--- config.mk ---
export PLATFORM = sky130hd
export DESIGN_NAME = sargantana_icache_flush_seq
export DESIGN_NICKNAME = d
export VERILOG_FILES = /design/src/rtl/sargantana_icache_flush_pkg.sv /design/src/rtl/sargantana_icache_flush_seq.sv
export SDC_FILE = /design/constraint.sdc
export NUM_CORES = 1
export LEC_CHECK = 0
export ABC_AREA = 0
export BUFFER_PORTS_ARGS = -buffer_cell sky130_fd_sc_hd__buf_4
export CORE_AREA = 4 4 78 98
export DETAILED_ROUTE_END_ITERATION = 12
export DIE_AREA = 0 0 82 102
export GPL_TIMING_DRIVEN = 0
export PLACE_DENSITY_LB_ADDON = 0.1
export SETUP_SLACK_MARGIN = 0.5
export SYNTH_ARGS = -nofsm -noshare
export SYNTH_HDL_FRONTEND = slang
export SYNTH_SLANG_ARGS = --single-unit
--- constraint.sdc ---
create_clock -name clk_i -period 4.7 [get_ports clk_i]
set_input_delay 0.235 -clock clk_i [delete_from_list [all_inputs] [get_ports clk_i]]
set_output_delay 0.235 -clock clk_i [all_outputs]
set_load 0.005 [all_outputs]
--- src/rtl/sargantana_icache_flush_pkg.sv ---
// Shared types for the icache flush sequencer.
package sargantana_icache_flush_pkg;

  // Flush scope requested by the core.
  typedef enum logic {
    FLUSH_ALL = 1'b0,
    FLUSH_SET = 1'b1
  } flush_mode_e;

  // Sequencer states.
  typedef enum logic [1:0] {
    IDLE = 2'd0,
    RUN  = 2'd1,
    DONE = 2'd2
  } flush_state_e;

endpackage

--- src/rtl/sargantana_icache_flush_seq.sv ---
// Sequences invalidation writes into the icache tag/valid array, one set per
// accepted beat, with a one-deep slot for a request arriving mid-flush.
module sargantana_icache_flush_seq
  import sargantana_icache_flush_pkg::*;
#(
  parameter int ICACHE_DEPTH = 64,
  parameter int NUM_WAYS     = 4,
  localparam int ADDR_WIDTH  = $clog2(ICACHE_DEPTH)
) (
  input  logic                  clk_i,
  input  logic                  rstn_i,
  input  logic                  flush_req_i,
  input  logic                  flush_mode_i,
  input  logic [ADDR_WIDTH-1:0] flush_set_i,
  input  logic [NUM_WAYS-1:0]   flush_way_mask_i,
  output logic                  flush_ack_o,
  output logic                  inval_valid_o,
  input  logic                  inval_ready_i,
  output logic [ADDR_WIDTH-1:0] inval_addr_o,
  output logic [NUM_WAYS-1:0]   inval_way_mask_o,
  output logic                  busy_o,
  output logic                  flush_done_o
);

  localparam logic [ADDR_WIDTH-1:0] LAST_IDX = ADDR_WIDTH'(ICACHE_DEPTH - 1);
  localparam logic [ADDR_WIDTH:0]   DEPTH_W  = (ADDR_WIDTH + 1)'(ICACHE_DEPTH);

  // Request with set clamped and mask already resolved.
  typedef struct packed {
    flush_mode_e           mode;
    logic [ADDR_WIDTH-1:0] set;
    logic [NUM_WAYS-1:0]   mask;
  } flush_req_t;

  // An all-zero mask means every way; out-of-range sets clamp to the last set.
  function automatic flush_req_t resolve(input logic mode,
                                         input logic [ADDR_WIDTH-1:0] set,
                                         input logic [NUM_WAYS-1:0] mask);
    flush_req_t r;
    r.mode = flush_mode_e'(mode);
    r.set  = ({1'b0, set} >= DEPTH_W) ? LAST_IDX : set;
    r.mask = (mask == '0) ? '1 : mask;
    return r;
  endfunction

  function automatic logic [ADDR_WIDTH-1:0] first_idx(input flush_req_t r);
    return (r.mode == FLUSH_ALL) ? '0 : r.set;
  endfunction

  function automatic logic [ADDR_WIDTH-1:0] last_idx(input flush_req_t r);
    return (r.mode == FLUSH_ALL) ? LAST_IDX : r.set;
  endfunction

  flush_state_e          state_q, state_d;
  logic [ADDR_WIDTH-1:0] cnt_q, cnt_d;
  logic [ADDR_WIDTH-1:0] end_q, end_d;
  logic [NUM_WAYS-1:0]   mask_q, mask_d;
  logic                  pend_valid_q, pend_valid_d;
  flush_req_t            pend_q, pend_d;
  flush_req_t            incoming, load_req;
  logic                  ack, load;

  assign incoming = resolve(flush_mode_i, flush_set_i, flush_way_mask_i);

  // State, counter, active request and pending slot registers.
  // NOTE: sequential state uses non-blocking assignments so every register
  // samples the pre-edge values of the others, regardless of statement order.
  always_ff @(posedge clk_i or negedge rstn_i) begin
    if (!rstn_i) begin
      state_q      <= IDLE;
      cnt_q        <= '0;
      end_q        <= '0;
      mask_q       <= '0;
      pend_valid_q <= 1'b0;
      pend_q       <= '0;
    end else begin
      state_q      <= state_d;
      cnt_q        <= cnt_d;
      end_q        <= end_d;
      mask_q       <= mask_d;
      pend_valid_q <= pend_valid_d;
      pend_q       <= pend_d;
    end
  end

  // Next-state, request acceptance and active-request loading.
  // NOTE: every variable gets a default before the case so no path leaves one
  // unassigned, which would infer a latch.
  always_comb begin
    state_d      = state_q;
    cnt_d        = cnt_q;
    end_d        = end_q;
    mask_d       = mask_q;
    pend_valid_d = pend_valid_q;
    pend_d       = pend_q;
    ack          = 1'b0;
    load         = 1'b0;
    load_req     = incoming;
    unique case (state_q)
      IDLE: begin
        ack  = flush_req_i;
        load = flush_req_i;
      end
      RUN: begin
        ack = flush_req_i && !pend_valid_q;
        if (ack) begin
          pend_valid_d = 1'b1;
          pend_d       = incoming;
        end
        // Terminal compare comes first, so the counter never steps past end.
        if (inval_ready_i) begin
          if (cnt_q == end_q) state_d = DONE;
          else                cnt_d   = cnt_q + ADDR_WIDTH'(1);
        end
      end
      DONE: begin
        if (pend_valid_q) begin
          load         = 1'b1;
          load_req     = pend_q;
          pend_valid_d = 1'b0;
        end else begin
          ack  = flush_req_i;
          load = flush_req_i;
          if (!flush_req_i) state_d = IDLE;
        end
      end
      default: state_d = IDLE;
    endcase
    if (load) begin
      state_d = RUN;
      cnt_d   = first_idx(load_req);
      end_d   = last_idx(load_req);
      mask_d  = load_req.mask;
    end
  end

  // Outputs are forced low while reset is asserted.
  assign flush_ack_o      = rstn_i & ack;
  assign inval_valid_o    = (state_q == RUN);
  assign inval_addr_o     = (state_q == RUN) ? cnt_q : '0;
  assign inval_way_mask_o = (state_q == RUN) ? mask_q : '0;
  assign busy_o           = (state_q != IDLE);
  assign flush_done_o     = (state_q == DONE);

endmodule

## Yosys cells after proc, flatten, opt, wreduce, memory -nomap -nowiden

Cells that the tools add are included.

- Flip-flop bits (word level): 30
- Output and inout port bits: 14
- Logic and storage cells: 55

- $add $sub $neg: 1
- Equal/unequal tests: 10
- Multiplexer cells: 23
- Bitwise logic cells: 1
- Reductions and logical operators: 12

Operators by type and width:

| cell | count |
|---|---|
| $mux 6 | 7 |
| $mux 11 | 2 |
| $mux 2 | 5 |
| $mux 4 | 2 |
| $reduce_bool 2->1 | 4 |
| $add 6x1->6 const B | 1 |
| $eq 6x6->1 | 1 |
| $ne 3x1->1 const B | 2 |
| $ne 3x2->1 const B | 2 |
| $pmux 2 s3 | 1 |
| $reduce_and 5->1 | 1 |
| $logic_not 4->1 | 1 |
| $ne 2x2->1 const B | 2 |
| $pmux 1 s2 | 2 |
| $reduce_and 2->1 | 2 |
| $mux 1 | 3 |
| $pmux 1 s3 | 1 |
| $reduce_and 3->1 | 1 |
| $eq 2x1->1 const B | 1 |
| $eq 2x2->1 const B | 1 |
| $logic_not 2->1 | 1 |
| $ne 2x1->1 const B | 1 |
| $and 1x1->1 | 1 |
| $logic_and 1x1->1 | 1 |
| $logic_not 1->1 | 1 |

## Logic depth before layout (Yosys ltp)

Gate-level depths: netlist of the first run.

- Word-level depth: 6
- Gate-level depth with buffers: 7
- Mapped depth without buffers: 5

## Worst setup path after synthesis of the first run

Ideal clock, no wire load.

- Kind: reg-to-reg
- Start: reg state_q[1]
- End: reg pend_q[8] (netlist name)
- Library setup time: 0.127 ns
- Arrival: 1.431 ns
- Path slack: 3.142 ns
- Cell stages (with the launch flop): 6
- Clock period less this slack: 1.558 ns
- Path through: dfrtp_1 and2b_4 and3_1 buf_2 buf_6 mux2_1

- Cells in the longest elaborated chain, start to end: 2

Ends and longest elaborated chain:

| element | line | source |
|---|---|---|
| start, declared | sargantana_icache_flush_seq.sv:54 | `flush_state_e state_q, state_d;` |
| start signal, assigned | sargantana_icache_flush_seq.sv:77 | `state_q <= state_d;` |
| $eq 2x1->1 | sargantana_icache_flush_seq.sv:99 | `unique case (state_q)` |
| $reduce_and 2->1 (no line) | - |  |
| end signal, assigned | sargantana_icache_flush_seq.sv:82 | `pend_q <= pend_d;` |
| end, declared | sargantana_icache_flush_seq.sv:59 | `flush_req_t pend_q, pend_d;` |

No other way between the ends.
A chain may end at the register's enable or synchronous reset.

## Final worst setup path of the first run

- Start: reg state_q[1]
- End: out inval_way_mask_o[2]

- Cells in the longest elaborated chain, start to end: 2

Ends and longest elaborated chain:

| element | line | source |
|---|---|---|
| $eq 2x1->1 | sargantana_icache_flush_seq.sv:141 | `assign inval_way_mask_o = (state_q == RUN) ? mask_q : '0;` |
| $mux 4 | sargantana_icache_flush_seq.sv:141 |  |
| end, declared | sargantana_icache_flush_seq.sv:20 | `output logic [NUM_WAYS-1:0] inval_way_mask_o,` |

No other way between the ends.

==> metrics.md, run 1 <==
| Metric | Value |
|---|---|
| Outcome | `completed` |
| Die extent in x | `82 um` |
| GRT Util Overall | `0.113` |
| XOR/XNOR Fraction of Synth Area | `0.0321` |
| Main combinational cell family by area after synthesis | `simple AND/OR/NAND/NOR gates` |
| Most frequent cells in the layout | `30 x dfrtp_1, 29 x buf_4, 23 x nor2_1` |
| # port buffers | `28` |
| CTS tree | `done` |
| Setup crit start kind | `flop` |
| Rel. slew slack | `0.624` |
| Worst Path Class, Setup | `flop to output port` |
| Clock Power Share | `0.192` |
| Inst Count DP | `286` |
| Drt drc | `0` |
| Fin. Hold Viols | `0` |
| Seq pwr share | `0.429` |
| RD Place Congestion | `0.770` |
| Cell area power density | `490 nW/um2` |
| Synth cell types | `39` |
| Final worst slack | `2.63 ns` |
| Synth Area in Compound Gates | `0.170` |
| Drt via density | `4.53` |
| Hold_ws | `0.187 ns` |
| Number of synthesis warnings | `0` |
| Routed WL | `4.15 mm` |
| Synth Area in Simple Gates | `0.193` |
| Max H-tree Level | `2` |
| Switching part of the total | `0.327` |
| Worst Path Arrival | `1.83 ns` |
| Hold Path Class | `primary input to flop` |
| Antenna diodes | `0` |
| Combinational power share | `0.380` |
| Max Used Layer | `met4` |
| Layout area overhead | `25.0%` |
| Max-slew violation count | `0` |
| Post-layout util | `0.301` |
| CP Max Fanout | `10` |
| Layout cell share with drive strength beyond 1 | `0.279` |
| Ys async rst share | `1.00` |
| Mux contribution to synthesized area | `0.0933` |
| Syn Inst Count | `168` |
| Wire length on met1 | `1.70 mm` |
| DR vias | `1333` |
| Num CTS Buffers | `5` |
| FMAX | `0.484 GHz` |
| Post-cts resize count | `0` |
| GRT overflow | `0` |
| RSZ-0062 raised after global routing | `no` |
| Setup TNS | `0 ns` |
| Root Buffer | `clkbuf_8` |
| Max cap viols | `0` |
| Clock tree buffer depth | `2` |
| Die H | `102 um` |
| Core ar. | `6810 um2` |
| Clk_lat worst skew | `0.28 ns` |
| Pre-Repair DR Iteration Count | `4` |
| Pin count of the biggest net entering global routing | `32` |
| Post-synth EDFFs | `0` |
| Tmin final | `2.07 ns` |
| Mean Syn Cell Area | `9.74 um2` |
| Hpwl dp | `3.14 mm` |
| Leakage | `0.852 nW` |
| Initial core utilization | `0.240` |
| First-pass GRT wire length | `7.00 mm` |
| Dpl ws | `2.93 ns` |
| Die area | `8360 um2` |
| Final Setup Violations | `0` |
| Vias in the first global route | `1395` |
| Adder-cell share of the synthesized area | `0.00765` |
| Clock Sinks | `30` |
| Worst EP required | `4.47 ns` |
| Max VDD drop | `0.190 mV` |
| Final #Nets | `220` |
| Wire length on met3 | `242 um` |
| Commonest non-fill, non-tap cell in the layout | `dfrtp_1` |
| Worst-path clk slew | `0.06 ns` |
| Syn Std Cell Area | `1640 um2` |
| Average wire per standard cell | `14.1 um` |
| Post-synthesis net count | `184` |
| Flops & latches, synth | `30` |
| Fin crit share | `0.440` |
| Sequential share of the synthesized area | `0.459` |
| Slew @ Worst Pin | `0.561 ns` |
| Top FF cell, synth | `dfrtp_1` |
| Final ANT Viol Nets | `0` |
| Filler-free cell count of the finished design | `294` |
| Initial antenna violation count | `0` |
| Clock Skew | `0.00666 ns` |
| Internal power | `0.000675 W` |
| NetSw | `0.000328 W` |
| WL met2 | `2.13 mm` |
| Drt initial violations | `31` |
| # IOs | `29` |
| Rows | `34` |
| CP Capture Type | `output port` |
## cell usage after synthesis (2+ instances only)
cell,n,area [um2]
and3_1,3,18.8
buf_6,3,33.8
a211oi_2,2,25.0
nand2_1,17,63.8
mux2_2,6,67.6
a31oi_1,2,12.5
nand4_1,2,12.5
a21o_1,2,15.0
dfrtp_1,30,751
a211oi_1,2,15.0
buf_2,4,20.0
a21oi_1,13,65.1
xnor2_1,6,52.6
nand3_1,2,10.0
o21ai_0,9,45.0
nor2_1,23,86.3
mux2i_1,6,60.1
o22a_1,3,26.3
or2_2,2,12.5
and2_1,11,68.8
nor2b_1,2,12.5
## power by group through the flow
stage                     clock network (W)  logic (W)  registers, W
final                              0.000192   0.000381      0.000430
after CTS                          0.000200   0.000390      0.000432
after detailed placement                  0   0.000387      0.000435
after global placement                    0   0.000381      0.000432
after global routing               0.000208   0.000431      0.000447
after floorplan                           0   0.000257      0.000415
## kinds of logic after synthesis
group / count (synthesis)
DFF: 30
adders and majority gates: 1
xor gates and xnor gates: 6
AOI/OAI and AO/OA: 40
buffers and inverters: 11
and+or+nand+nor: 66
muxes: 14
## critical path: stages (launching register included)
cell	delay [ns]
dfrtp_1	0.46
and2b_4	0.35
clkbuf_1	0.42
and2_1	0.21
buf_4	0.11
## flip-flops by register name (all words and copies together), names as in the netlist
name          flops
mask_q            4
pend_q           11
state_q           2
pend_valid_q      1
end_q             6
cnt_q             6
## final timing paths
check	startpoint	endpoint	slack (ns)	cells past startpoint
worst max-delay path	state_q[1]	inval_way_mask_o[2]	2.63	4
worst min register to register	pend_q[8]	pend_q[8]	0.49	1
worst max register to register	state_q[1]	pend_q[8]	2.91	5
max in group asynchronous	rstn_i	pend_q[4]	3.96	2
min in group asynchronous	rstn_i	state_q[1]	0.43	2
worst min-delay path	flush_set_i[4]	pend_q[8]	0.19	2
## metrics by stage
stage / total power, W / instance area, um2
detailed placement: 0.000822 / 1960
CTS: 0.00102 / 2050
finish: 0.00100 / 2050
global route: 0.00109 / 2050
global placement: 0.000813 / 1960
floorplan: 0.000672 / 1640
## timing repair
action,in CTS,in global routing
setup endpoints to repair,0,0
setup buffers,0,0
endpoints found under the hold margin,30,0
hold buffers,1,0
## cell type report
cell class	instances	area, um2
fillers	756	4760
plain buffers	10	70.1
well taps	90	113
inverters	1	3.75
flip-flops and latches	30	751
repair buffers	29	220
clock buffers	7	76.3
multi-input cells	127	812
## routing by layer
| metal | vias to the layer above | global-route usage |
|---|---|---|
| li1 | 654 | - |
| met1 | 638 | 0.130 |
| met2 | 33 | 0.194 |
| met3 | 8 | 0.0335 |
| met4 | 0 | 0.0448 |
| met5 | - | 0 |
Power figures use the tool's default switching activity.
==> run 2: changes to the inputs <==
==> constraint.sdc (replaced) <==
create_clock -name clk_i -period 1.9 [get_ports clk_i]
set_input_delay 0.095 -clock clk_i [delete_from_list [all_inputs] [get_ports clk_i]]
set_output_delay 0.095 -clock clk_i [all_outputs]
set_load 0.005 [all_outputs]
==> metrics.md, run 2 (synthesis gave the netlist of run 1 again) <==
| Metric | Value |
|---|---|
| Max cap viols | `0` |
| Max VDD drop | `0.516 mV` |
| Routed WL | `5.02 mm` |
| Cell depth of the worst hold path | `2` |
| Hpwl dp | `3.23 mm` |
| Largest Register | `pend_q` |
| Average wire per standard cell | `15.4 um` |
| Fin. Hold Viols | `0` |
| First-pass GRT wire length | `8.08 mm` |
| Drt initial violations | `63` |
| Layout cell share with drive strength beyond 1 | `0.511` |
| Vias in the first global route | `1623` |
| Layout area overhead | `61.6%` |
| Most frequent cells in the layout | `44 x buf_4, 27 x dfrtp_1, 18 x buf_6` |
| Clock tree buffer depth | `2` |
| M1 GR Usage | `0.146` |
| Grt peak-use layer | `met2` |
| Die extent in x | `82 um` |
| Inst Count DP | `286` |
| GRT Util Overall | `0.130` |
| GRT overflow | `0` |
| Tmin final | `1.64 ns` |
| Hold Path End | `pend_q[10]` |
| Rel. slew slack | `0.637` |
| Root Buffer | `clkbuf_8` |
| CTS tree | `done` |
| Worst Path Class, Setup | `flop to flop` |
| Max-slew violation count | `0` |
| Filler-free cell count of the finished design | `327` |
| RSZ-0062 raised after global routing | `yes` |
| Clock Skew | `0.00641 ns` |
| Initial antenna violation count | `0` |
| Pre-Repair DR Iteration Count | `4` |
| Core ar. | `6810 um2` |
| Setup crit start kind | `flop` |
| Pin count of the biggest net entering global routing | `31` |
| R2r worst-path depth | `6` |
| Initial core utilization | `0.240` |
| Regs by FF count | `pend_q x11, cnt_q x6, end_q x6` |
| CP Capture Type | `flop` |
| CP Max Fanout | `6` |
| # port buffers | `28` |
| Die area | `8360 um2` |
| Slew @ Worst Pin | `0.540 ns` |
| Cell area power density | `1160 nW/um2` |
| R2r startpoint | `cnt_q[0]` |
| Rows | `34` |
| Met2 Usage GRT | `0.228` |
| Final #Nets | `252` |
| Drt via density | `4.57` |
| DR vias | `1494` |
| Outcome | `completed` |
| Commonest non-fill, non-tap cell in the layout | `buf_4` |
| Max H-tree Level | `2` |
| Clock Sinks | `30` |
| Worst Min Path Start | `flush_mode_i` |
| Final ANT Viol Nets | `0` |
| Hold_ws | `0.0595 ns` |
| Leakage | `1.11 nW` |
| FMAX | `0.609 GHz` |
| Hold Path Class | `primary input to flop` |
| Dpl ws | `0.199 ns` |
| Clk_lat worst skew | `0.29 ns` |
| Largest register FFs | `11` |
| Num CTS Buffers | `5` |
| Worst Path Arrival | `1.81 ns` |
| Fin crit share | `0.865` |
| FF-to-FF End | `cnt_q[2]` |
| Worst-path clk slew | `0.07 ns` |
| Final worst slack | `0.257 ns` |
| RD Place Congestion | `0.733` |
| Die H | `102 um` |
| Setup TNS | `0 ns` |
| # IOs | `29` |
| GR Layer Usage met3 | `0.0309` |
| Worst EP required | `2.07 ns` |
| Final Setup Violations | `0` |
| Drt drc | `0` |
| Flop-to-flop setup slack | `0.26 ns` |
| Antenna diodes | `0` |
[run 2: power breakdown]
part | internal (W) | leakage (nW) | total, W | switching [W]
logic | 0.000808 | 0.705 | 0.00132 | 0.000513
clock network | 0.000392 | 0.0524 | 0.000643 | 0.000251
registers | 0.000897 | 0.356 | 0.00111 | 0.000216
[run 2: cell type report]
class                      instances  area, um2
inverter                           1       3.75
buffer                            10        126
fill                             700       4160
sequential                        30        754
multi-input combinational        127        986
tap                               90        113
clock buffer                       7       76.3
timing repair buffer              61        556
clock inverter                     1       30.0
[run 2: routing by layer]
| metal | wire length [um] | vias up |
|---|---|---|
| li1 | - | 721 |
| met1 | 2050 | 733 |
| met2 | 2630 | 33 |
| met3 | 213 | 7 |
| met4 | 129 | 0 |
| met5 | 0 | - |
[run 2: how the worst max path moves through the flow]
stage / startpoint / slack, ns / cells past startpoint / to
after floorplan: state_q[1] / 0.40 / 5 / pend_q[8]
after global placement: state_q[1] / 0.19 / 5 / cnt_q[0]
after detailed placement: state_q[1] / 0.20 / 5 / cnt_q[0]
after CTS: cnt_q[3] / 0.29 / 7 / cnt_q[2]
after global routing: cnt_q[3] / 0.16 / 7 / cnt_q[2]
final: cnt_q[0] / 0.26 / 6 / cnt_q[2]
[run 2: critical path, stage by stage, from the launching register on]
cell and delay, ns:
dfrtp_2 0.46, xnor2_1 0.16, nand2_1 0.16, o211ai_2 0.25
buf_4 0.16, o2bb2a_4 0.15, o221a_1 0.19
[run 2: repair_timing]
item                                    in CTS  in global routing
gates resized for setup                     30                 36
hold endpoints to repair                    30                  0
pin swaps                                   11                  5
hold buffers                                 2                  0
endpoints found under the setup margin      37                 42
buffers inserted                            20                  9
gates cloned                                 1                  1
[run 2: metrics by stage]
step                      total power [W]  instance area, um2   util
after global placement            0.00207                2020  0.297
after CTS                         0.00293                2430  0.356
after floorplan                   0.00172                1700      -
final                             0.00308                2650  0.389
after detailed placement          0.00209                2020  0.297
after global routing              0.00330                2650  0.389
==> run 3: changes to the inputs <==
--- a/config.mk
+++ b/config.mk
@@ -11,7 +11,7 @@
 export DETAILED_ROUTE_END_ITERATION = 12
 export DIE_AREA = 0 0 82 102
 export GPL_TIMING_DRIVEN = 0
-export PLACE_DENSITY_LB_ADDON = 0.1
+export PLACE_DENSITY = 0.46
 export SETUP_SLACK_MARGIN = 0.5
 export SYNTH_ARGS = -nofsm -noshare
 export SYNTH_HDL_FRONTEND = slang
==> metrics.md, run 3 (synthesis gave the netlist of run 1 again) <==
| Metric | Value |
|---|---|
| Outcome | `completed` |
| Die H | `102 um` |
| # port buffers | `28` |
| GRT overflow | `0` |
| Core ar. | `6810 um2` |
| Setup crit start kind | `flop` |
| Clock Sinks | `30` |
| Clk_lat worst skew | `0.29 ns` |
| Die area | `8360 um2` |
| Hold_ws | `0.0618 ns` |
| Vias in the first global route | `1484` |
| Pin count of the biggest net entering global routing | `31` |
| Clock tree buffer depth | `2` |
| Antenna diodes | `0` |
| Fin. Hold Viols | `0` |
| Worst EP required | `2.07 ns` |
| Switching part of the total | `0.329` |
| Regs by FF count | `pend_q x11, cnt_q x6, end_q x6` |
| FMAX | `0.622 GHz` |
| Slew @ Worst Pin | `0.558 ns` |
| Drt drc | `0` |
| NetSw | `0.00104 W` |
| RD Place Congestion | `0.769` |
| Flop-to-flop setup slack | `0.29 ns` |
| Combinational power share | `0.463` |
| Final #Nets | `245` |
| Routed WL | `4.72 mm` |
| First-pass GRT wire length | `7.44 mm` |
| Setup TNS | `0 ns` |
| Leakage | `1.12 nW` |
| Root Buffer | `clkbuf_8` |
| Rows | `34` |
| Final Setup Violations | `0` |
| Max-slew violation count | `0` |
| Clock Power Share | `0.179` |
| CP Max Fanout | `6` |
| Tmin final | `1.61 ns` |
| Max H-tree Level | `2` |
| Cell area power density | `1160 nW/um2` |
| CTS tree | `done` |
| Pre-Repair DR Iteration Count | `4` |
| Initial core utilization | `0.240` |
| # IOs | `29` |
| Internal power | `0.00212 W` |
| Largest register FFs | `11` |
| Max VDD drop | `0.579 mV` |
| Num CTS Buffers | `5` |
| GRT Util Overall | `0.118` |
| Worst-path clk slew | `0.07 ns` |
| Drt initial violations | `45` |
| Clock Skew | `0.00699 ns` |
| Rel. slew slack | `0.624` |
| CP Capture Type | `flop` |
| Hold Path Class | `primary input to flop` |
| Fin crit share | `0.846` |
| RSZ-0062 raised after global routing | `yes` |
| Die extent in x | `82 um` |
| Average wire per standard cell | `14.8 um` |
| Layout cell share with drive strength beyond 1 | `0.535` |
| Drt via density | `4.48` |
| Seq pwr share | `0.358` |
| Most frequent cells in the layout | `28 x dfrtp_1, 28 x buf_4, 21 x buf_6` |
| Hpwl dp | `2.90 mm` |
| Layout area overhead | `66.0%` |
| Initial antenna violation count | `0` |
| Worst Path Arrival | `1.78 ns` |
| Largest Register | `pend_q` |
| Max cap viols | `0` |
| Final ANT Viol Nets | `0` |
| DR vias | `1433` |
| Worst Path Class, Setup | `flop to flop` |
[run 3: cell types whose count changed in the layout (fill, tap and decap cells not counted), sizes merged]
cell,change
buf,-6
bufinv,-1
clkbuf,-2
clkinv,+1
clkinvlp,+1
[run 3: power groups by stage]
| stage | clock (W) | combinational, W | sequential [W] |
|---|---|---|---|
| finish | 0.000563 | 0.00146 | 0.00113 |
| global route | 0.000599 | 0.00160 | 0.00117 |
| global placement | 0 | 0.000994 | 0.00108 |
| CTS | 0.000574 | 0.00121 | 0.00110 |
| detailed placement | 0 | 0.00100 | 0.00108 |
| floorplan | 0 | 0.000682 | 0.00104 |
[run 3: worst paths after layout]
path                         startpoint         end  depth (start not counted)
setup / recovery             state_q[1]   pend_q[8]                          5
hold / removal             flush_mode_i  pend_q[10]                          2
setup reg to reg             state_q[1]   pend_q[8]                          5
hold reg to reg              pend_q[10]  pend_q[10]                          1
max in group asynchronous        rstn_i  state_q[1]                          3
min in group asynchronous        rstn_i    cnt_q[3]                          3
[run 3: layout make-up]
cell class | instances | area, um2
Fill cell | 673 | 4090
Multi-Input combinational cell | 127 | 1060
Sequential cell | 30 | 753
Timing Repair Buffer | 54 | 569
Buffer | 10 | 125
Tap cell | 90 | 113
Clock buffer | 6 | 82.6
Clock inverter | 2 | 12.5
Inverter | 1 | 3.75
[run 3: layer usage]
metal | vias to the layer above | wire (um) | global-route usage | part of all wire
li1 | 707 | - | - | -
met1 | 692 | 2140 | 0.151 | 0.45
met2 | 27 | 2340 | 0.195 | 0.50
met3 | 7 | 169 | 0.0256 | 0.036
met4 | 0 | 73 | 0.0409 | 0.015
met5 | - | 0 | 0 | 0
[run 3: worst max-delay path: stages, from the launching register on]
cell     delay (ns)
dfrtp_2        0.44
and2b_4        0.33
and3_4         0.20
buf_8          0.12
buf_8          0.12
mux2_4         0.29
[run 3: timing repair]
item,4_1_cts,5_1_grt
hold buffers,2,0
gates cloned,2,1
pin swaps,10,12
resized for setup,37,42
endpoints found under the setup margin,37,41
hold endpoints to repair,30,0
buffers inserted,14,7
[run 3: stage by stage]
step / power [W] / utilization / instance area, um2 / setup WS (ns) / std cells
after floorplan: 0.00172 / - / 1700 / 0.398 / 168
after global placement: 0.00207 / 0.297 / 2020 / 0.134 / 286
after detailed placement: 0.00208 / 0.297 / 2020 / 0.144 / 286
after CTS: 0.00288 / 0.360 / 2450 / 0.302 / 312
after global routing: 0.00337 / 0.399 / 2720 / 0.248 / 320
final: 0.00315 / 0.399 / 2720 / 0.292 / 320
